## config.mk

```make
export PLATFORM = sky130hd
export DESIGN_NAME = encoder_round_controller
export DESIGN_NICKNAME = d
export VERILOG_FILES = /design/src/rtl/encoder_round_controller.sv
export SDC_FILE = /design/constraint.sdc
export NUM_CORES = 1
export LEC_CHECK = 0
export CORE_UTILIZATION = 29
export CTS_CLUSTER_DIAMETER = 50
export DETAILED_ROUTE_END_ITERATION = 10
export GPL_ROUTABILITY_DRIVEN = 1
export PLACE_DENSITY = 0.61
export SYNTH_ARGS = -nofsm -noshare
export SYNTH_HDL_FRONTEND = slang
export SYNTH_SLANG_ARGS = --single-unit
```

## constraint.sdc

```tcl
create_clock -name clk -period 3.6 [get_ports clk]
set_input_delay 0.72 -clock clk [delete_from_list [all_inputs] [get_ports clk]]
set_output_delay 0.72 -clock clk [all_outputs]
set_load 0.02 [all_outputs]
```

## src/rtl/encoder_round_controller.sv

```systemverilog
// Matrix encoder round controller: read, load, permute and write sequencing per word.
// Optional ENC_CTRL_MEM_WAIT_EN: READ and WRITE hold until mem_ack.
module encoder_round_controller #(
  parameter int WORDS  = 64,
  parameter int ADDR_W = 6,
  parameter int ROUNDS = 1,
  parameter int RND_W  = 4
) (
  input  logic              clk,
  input  logic              rst,
  input  logic              start,
  input  logic              abort,
  input  logic              mem_ack,
  output logic              read_en,
  output logic              write_en,
  output logic [ADDR_W-1:0] addr,
  output logic              reg_en,
  output logic              mux_en,
  output logic              permute_en,
  output logic [RND_W-1:0]  round_idx,
  output logic              reg_rst,
  output logic              busy,
  output logic              done
);

  typedef enum logic [2:0] {
    S_IDLE,
    S_BEGIN,
    S_READ,
    S_PASS_IN,
    S_SWAP,
    S_PASS_OUT,
    S_WRITE,
    S_DONE
  } state_t;

  state_t            state_q, state_d;
  logic [ADDR_W-1:0] addr_q, addr_d;
  logic [RND_W-1:0]  round_q, round_d;
  logic              rd_go, wr_go;
  logic              last_word, last_round;

`ifdef ENC_CTRL_MEM_WAIT_EN
  assign rd_go = mem_ack;
  assign wr_go = mem_ack;
`else
  logic unused_mem_ack;
  assign unused_mem_ack = mem_ack;
  assign rd_go = 1'b1;
  assign wr_go = 1'b1;
`endif

  assign last_word  = (addr_q == ADDR_W'(WORDS - 1));
  assign last_round = (round_q == RND_W'(ROUNDS - 1));

  always_ff @(posedge clk or posedge rst) begin
    if (rst) begin
      state_q <= S_IDLE;
      addr_q  <= '0;
      round_q <= '0;
    end else begin
      state_q <= state_d;
      addr_q  <= addr_d;
      round_q <= round_d;
    end
  end

  always_comb begin
    state_d = state_q;
    addr_d  = addr_q;
    round_d = round_q;
    case (state_q)
      S_IDLE: begin
        addr_d  = '0;
        round_d = '0;
        if (start) state_d = S_BEGIN;
      end
      S_BEGIN:    state_d = S_READ;
      S_READ:     if (rd_go) state_d = S_PASS_IN;
      S_PASS_IN:  state_d = S_SWAP;
      S_SWAP: begin
        if (last_round) begin
          round_d = '0;
          state_d = S_PASS_OUT;
        end else begin
          round_d = round_q + RND_W'(1);
        end
      end
      S_PASS_OUT: state_d = S_WRITE;
      S_WRITE: begin
        if (wr_go) begin
          if (last_word) begin
            addr_d  = '0;
            state_d = S_DONE;
          end else begin
            addr_d  = addr_q + ADDR_W'(1);
            state_d = S_BEGIN;
          end
        end
      end
      S_DONE:     state_d = S_IDLE;
      default: begin
        state_d = S_IDLE;
        addr_d  = '0;
        round_d = '0;
      end
    endcase
    // Cancel wins over every transition, including the final write.
    if (abort && state_q != S_IDLE) begin
      state_d = S_IDLE;
      addr_d  = '0;
      round_d = '0;
    end
  end

  always_comb begin
    read_en    = 1'b0;
    write_en   = 1'b0;
    reg_en     = 1'b0;
    mux_en     = 1'b0;
    permute_en = 1'b0;
    reg_rst    = 1'b0;
    done       = 1'b0;
    case (state_q)
      S_IDLE:     reg_rst = 1'b1;
      S_READ:     read_en = 1'b1;
      S_PASS_IN:  reg_en = 1'b1;
      S_SWAP:     permute_en = 1'b1;
      S_PASS_OUT: begin
        reg_en = 1'b1;
        mux_en = 1'b1;
      end
      S_WRITE:    write_en = 1'b1;
      S_DONE:     done = 1'b1;
      default:    reg_rst = 1'b0;
    endcase
  end

  assign busy      = (state_q != S_IDLE);
  assign addr      = addr_q;
  assign round_idx = round_q;

endmodule
```

==> qor.csv, run 1 <==
stage;metric;value;unit
status;status;completed;
synthesis;Cell variety after synth;38;
setup_path;Max stage delay on crit path;750;ps
clock_tree;clock edge transition at the registers on the reported setup and hold paths;90;ps
power_and_ir_drop;peak supply drop;0.484;mV
synthesis;Seq/Total Area, Yosys;38.1;%
clock_tree;Clk Latency, worst-skew pair;280;ps
synthesis;number of synthesized flops with an enable pin;0;
clock_tree;Post-CTS Hold Buffers;0;
setup_path;worst-path cell chain;xor2_1 > and2_1 > clkdlybuf4s50_1;
floorplan;Core Rows;19;
clock_tree;CTS sink cnt;13;
setup_path;r2r endpoint;round_idx[3]$_DFFE_PP0P_;
global_routing;Total GRT Usage;13.8;%
detailed_routing;wire per inst;13.8;microns
power_and_ir_drop;Power Dens Cells;459;nW/um^2
sta;slew at the pin closest to its max-slew limit;659;ps
clock_tree;post-CTS resize count;0;
detailed_routing;DRC viols;0;
clock_tree;CTS tree;done;
clock_tree;H-tree depth;1;
synthesis;post-synthesis adder-cell area fraction;4.40;%
clock_tree;CTS root buf;clkbuf_4;
synthesis;Synth area leaders;dfrtp_1 38%, o21ai_0 4.7%, ha_1 4.4%;
synthesis;total nets after synthesis;100;
power_and_ir_drop;Tot Pwr;0.499;mW
worst_hold_path;hold path depth;1;
synthesis;top-count cell post-synth;dfrtp_1;
setup_path;Critical Path End Type;output pin;
sta;period utilisation layout;78.1;%
synthesis;syn avg cell area;9.28;sq um
setup_path;CP arrival;2090;ps
sta;final hold violations;0;
job;Max Cap Viol;0;
sta;Setup TNS;0;ps
worst_hold_path;Min-Delay Startpoint;addr[0]$_DFFE_PP0P_;
floorplan;die width;56.2;microns
clock_tree;clock buffer depth;2;
sta;Min Clock Period, post-route;2810;ps
detailed_routing;Vias;754;
synthesis;simple-gate portion of the synthesized area;25.1;%
floorplan;total I/O pin count;23;
global_routing;largest net degree at the start of global routing;22;
setup_path;CP required;2880;ps
detailed_routing;DRT Pass-1 Iters;4;
setup_path;R2R setup slack;1890;ps
floorplan;Die Height;56.2;microns
detailed_routing;DRT antenna net count;0;
global_routing;initial antenna violation count;0;
worst_hold_path;Hold Path End;addr[0]$_DFFE_PP0P_;
setup_path;Slowest cell on crit path;dfrtp_1;
synthesis;ys flop type;dfrtp_1;
synthesis;Yosys warning total;0;
detailed_routing;Detailed Route WL;1940;microns
layout;P&R area growth vs syn;27.6;%
detailed_routing;vias per cell;5.35;
place;placed inst area;1060;sq um
clock_tree;setup bufs post-CTS;0;
global_routing;first-pass GRT wire length;3390;microns
layout;Filler cells;280;
layout;final instance area;1090;sq um
global_routing;Overflow after GRT;0;
global_routing;vias in the first global route;731;
worst_hold_path;worst hold path type;reg2reg;
synthesis;Netlist Area Pre-Place;853;sq um
sta;RSZ-0062 raised after global routing;no;
setup_path;crit path max fanout;20;
floorplan;Die ar.;3160;sq um
power_and_ir_drop;Leak;0.413;nW
setup_path;startpoint types;flop;
synthesis;Yosys top cell area share;38.1;%
setup_path;r2r startpoint;state_q[2]$_DFFE_PP0P_;
place;PortBufs;21;
synthesis;most instantiated cells after synthesis;13 x dfrtp_1, 9 x inv_1, 8 x o21ai_0;
place;GPL Wtd Cong;0.823;
synthesis;post-synthesis async set-or-reset flop share;100;%
floorplan;core box area;2780;sq um
detailed_routing;initial drt markers;14;
clock_tree;Num CTS Buffers;3;
layout;nets;119;
sta;Slew HR;56.0;%
synthesis;largest family of logic cells by synthesized area;simple AND/OR/NAND/NOR gates;
synthesis;post-synth top area cell;dfrtp_1;
synthesis;number of synthesized register bits;13;
sta;endpoints failing setup;0;
sta;fin. max-slew vios;0;
synthesis;Cells after Synth;92;
layout;layout cell share with drive strength beyond 1;5.45;%
synthesis;Synth Area in Compound Gates;19.5;%
sta;maximum clock frequency;356;MHz
setup_path;Worst Path Class, Setup;reg2out;
layout;antenna cells;0;
floorplan;Starting Density;30.7;%
synthesis;Post-Synth XOR/XNOR Area;3.08;%
sta;Worst Clk Skew;0.721;ps
place;DPL Wire Length;1310;microns
setup_path;R2R cell count;3;
synthesis;mux contribution to synthesized area;1.17;%
logic make-up (layout without fill, tap and decap cells):
group / after synthesis / after routing
AND/OR/NAND/NOR: 30 / 30
AO/OA/AOI/OAI: 26 / 26
buffers and inverters: 16 / 34
flip-flops: 13 / 13
adder cells (fa/ha/maj): 3 / 3
XOR/XNOR: 3 / 3
multiplexers: 1 / 1
worst max path at each step:
stage | from | endpoint
6_report | state_q[1]$_DFFE_PP0P_ | reg_en
3_5_place_dp | state_q[0]$_DFFE_PP0P_ | mux_en
4_1_cts | state_q[0]$_DFFE_PP0P_ | mux_en
3_3_place_gp | state_q[1]$_DFFE_PP0P_ | reg_en
2_1_floorplan | state_q[0]$_DFFE_PP0P_ | busy
5_1_grt | state_q[1]$_DFFE_PP0P_ | reg_rst
routing by layer:
metal | track usage [%] | part of all wire [%]
met5 | 0 | 0
met2 | 21.8 | 46
met4 | 3.14 | 0.67
met3 | 5.35 | 4.3
met1 | 18.0 | 49
worst max-delay path, delay by kind of cell (launching register included):
kind,cells,cell delay (ps)
flip-flops,1,750
buffers and inverters,1,600
XOR/XNOR,1,280
AND/OR/NAND/NOR,1,170
report_power, final:
group,internal [mW],total [mW],switching (mW)
logic,0.0901,0.180,0.0899
clock network,0.0430,0.0955,0.0525
registers,0.157,0.224,0.0667
total,0.290,0.499,0.209
through the flow:
stage	setup slack, ps	hold slack, ps	instances	utilization (%)
after detailed placement	1130	539	137	38.2
after global placement	1120	553	137	38.2
after floorplan	1440	578	92	-
final	787	559	141	39.1
after global routing	662	579	141	39.1
after CTS	799	559	141	39.1
placed cells by master (no fill, tap or decap), drive strengths merged:
master,count
nand4,1
xnor2,2
nor3,3
and2,1
o21ai,8
mux2i,1
xor2,1
dfrtp,13
nand2,2
nor2,1
nand3,5
or4,1
and3,2
o31ai,1
and4bb,1
o311a,1
nand4bb,2
nor3b,4
or4b,1
clkbuf,4
nor4bb,1
o211ai,2
a41oi,1
inv,9
clkdlybuf4s50,21
a21oi,5
o41ai,1
ha,3
or3b,1
a21boi,1
o21bai,1
nor2b,4
o22ai,2
o221a,1
a31oi,2
state kept, by name (all words and copies together), names as in the netlist:
name,count
addr,6
state_q,3
round_idx,4
layout make-up:
cell class,count,area (sq um),share of cell area (%)
well taps,31,38.8,3.56
flip-flops and latches,13,325,29.9
multi-input cells,63,454,41.7
inverters,9,33.8,3.10
repair buffers,21,210,19.3
clock buffers,4,26.3,2.41
Note: power is estimated with default switching activity, not from simulation.
==> run 2: changes to the inputs <==
- clock period: 3.6 -> 2.75 ns (I/O delays scaled with it)
==> qor.csv, run 2 (same netlist as run 1, synthesis figures left out) <==
stage;metric;value;unit;change
status;status;completed;;unchanged
setup_path;crit path max fanout;18;;was 20
place;PortBufs;21;;unchanged
sta;slew at the pin closest to its max-slew limit;513;ps;was 659 ps
floorplan;Die ar.;3160;sq um;unchanged
setup_path;Worst Path Class, Setup;reg2out;;unchanged
job;Max Cap Viol;0;;unchanged
sta;period utilisation layout;92.5;%;
clock_tree;CTS tree;done;;unchanged
power_and_ir_drop;Leak;0.431;nW;was 0.413 nW
global_routing;vias in the first global route;720;;was 731
layout;most common cell after layout, fill and taps aside;clkdlybuf4s50_1;;unchanged
setup_path;CP required;2200;ps;was 2880 ps
layout;P&R area growth vs syn;30.4;%;was 27.6%
sta;final hold violations;0;;unchanged
clock_tree;CTS root buf;clkbuf_4;;unchanged
clock_tree;post-CTS resize count;0;;unchanged
setup_path;Critical Path End Type;output pin;;unchanged
clock_tree;Clk Latency, worst-skew pair;280;ps;about the same
floorplan;core box area;2780;sq um;unchanged
setup_path;Crit path max-delay family;flip-flops;;unchanged
layout;Filler cells;277;;was 280
sta;maximum clock frequency;393;MHz;
worst_hold_path;Min-Delay Startpoint;addr[0]$_DFFE_PP0P_;;unchanged
floorplan;total I/O pin count;23;;unchanged
detailed_routing;DRT Pass-1 Iters;4;;unchanged
layout;max FFs per register;6;;unchanged
setup_path;R2R cell count;3;;unchanged
global_routing;Total GRT Usage;13.5;%;was 13.8%
sta;fin. max-slew vios;0;;unchanged
layout;antenna cells;0;;unchanged
global_routing;initial antenna violation count;0;;unchanged
setup_path;Crit path buffers/inverters;1;;unchanged
setup_path;Max stage delay on crit path;660;ps;was 750 ps
clock_tree;Post-CTS Hold Buffers;0;;unchanged
sta;Worst Clk Skew;9.49;ps;was 0.721 ps
global_routing;first-pass GRT wire length;3430;microns;was 3390 microns
setup_path;r2r endpoint;round_idx[3]$_DFFE_PP0P_;;unchanged
sta;endpoints failing setup;0;;unchanged
setup_path;Slowest cell on crit path;dfrtp_1;;unchanged
worst_hold_path;hold path depth;1;;unchanged
worst_hold_path;worst hold path type;reg2reg;;unchanged
place;DPL Wire Length;1400;microns;was 1310 microns
clock_tree;CTS sink cnt;13;;unchanged
worst_hold_path;Hold Path End;addr[0]$_DFFE_PP0P_;;unchanged
layout;Multi-input gate area;454;sq um;unchanged
setup_path;worst-path cell chain;xor2_1 > and2_1 > clkdlybuf4s50_1;;unchanged
setup_path;CP arrival;1990;ps;was 2090 ps
clock_tree;clock buffer depth;2;;unchanged
layout;layout cell share with drive strength beyond 1;8.85;%;was 5.45%
clock_tree;Num CTS Buffers;3;;unchanged
floorplan;Die Height;56.2;microns;unchanged
sta;RSZ-0062 raised after global routing;no;;unchanged
power_and_ir_drop;Power Dens Cells;599;nW/um^2;was 459 nW/um^2
clock_tree;H-tree depth;1;;unchanged
floorplan;Core Rows;19;;unchanged
global_routing;Overflow after GRT;0;;unchanged
detailed_routing;DRT antenna net count;0;;unchanged
place;GPL Wtd Cong;0.829;;was 0.823
detailed_routing;wire per inst;13.6;microns;was 13.8 microns
detailed_routing;vias per cell;5.22;;was 5.35
setup_path;r2r startpoint;state_q[2]$_DFFE_PP0P_;;unchanged
detailed_routing;Vias;751;;was 754
layout;nets;122;;was 119
power_and_ir_drop;Tot Pwr;0.667;mW;was 0.499 mW
floorplan;die width;56.2;microns;unchanged
sta;Slew HR;65.8;%;was 56.0%
setup_path;R2R setup slack;1040;ps;was 1890 ps
power_and_ir_drop;peak supply drop;0.518;mV;was 0.484 mV
sta;Setup TNS;0;ps;unchanged
detailed_routing;initial drt markers;20;;was 14
detailed_routing;DRC viols;0;;unchanged
clock_tree;clock edge transition at the registers on the reported setup and hold paths;90;ps;about the same
setup_path;startpoint types;flop;;unchanged
floorplan;Starting Density;30.7;%;unchanged
detailed_routing;Detailed Route WL;1970;microns;was 1940 microns
global_routing;largest net degree at the start of global routing;19;;was 22
layout;most frequent cells in the layout;21 x clkdlybuf4s50_1, 13 x dfrtp_1, 9 x inv_1;;unchanged
clock_tree;setup bufs post-CTS;0;;unchanged
sta;Min Clock Period, post-route;2540;ps;
layout;Register Area;325;sq um;unchanged
-- run 2: layer usage --
metal	part of all wire, %	vias up	GRT usage [%]
met5	0	-	0
met1	53	354	20.5
li1	-	378	-
met3	4.4	2	4.42
met4	0.66	0	3.14
met2	42	17	18.4
-- run 2: area by class of cell --
cell class / instances / share of cell area [%]
multi-input combinational: 63 / 40.8
sequential: 13 / 29.2
timing repair buffer: 24 / 20.9
tap: 31 / 3.49
inverter: 9 / 3.04
clock buffer: 3 / 2.02
clock inverter: 1 / 0.450
-- run 2: worst max path at each step --
stage	slack, ps	cells past startpoint	to	from
after floorplan	760	3	busy	state_q[0]$_DFFE_PP0P_
after global placement	540	3	reg_en	state_q[2]$_DFFE_PP0P_
after detailed placement	540	3	reg_en	state_q[2]$_DFFE_PP0P_
after CTS	190	3	reg_en	state_q[2]$_DFFE_PP0P_
after global routing	40	2	reg_rst	state_q[2]$_DFFE_PP0P_
final	210	3	reg_en	state_q[2]$_DFFE_PP0P_
-- run 2: report_power, final --
| part | leakage [nW] | internal, mW | switching [mW] |
|---|---|---|---|
| logic | 0.234 | 0.133 | 0.156 |
| registers | 0.179 | 0.207 | 0.0491 |
| clock network | 0.0177 | 0.0540 | 0.0679 |
| total | 0.431 | 0.394 | 0.273 |
-- run 2: metrics by stage --
step                setup slack (ps)  instance area, sq um  hold WS, ps  instances  utilization [%]
finish                           207                  1110          567        144             40.0
CTS                              195                  1110          568        144             40.0
detailed placement               543                  1080          557        140             39.0
global placement                 542                  1080          547        140             39.0
global route                    41.0                  1110          620        144             40.0
floorplan                        761                   853          427         92                -
==> run 3: changes to the inputs <==
- ABC_CLOCK_PERIOD_IN_PS: default -> 2750
- TNS_END_PERCENT: default -> 30
==> results of run 3 <==
The final DEF is identical to that of run 2; final timing and power are the same.
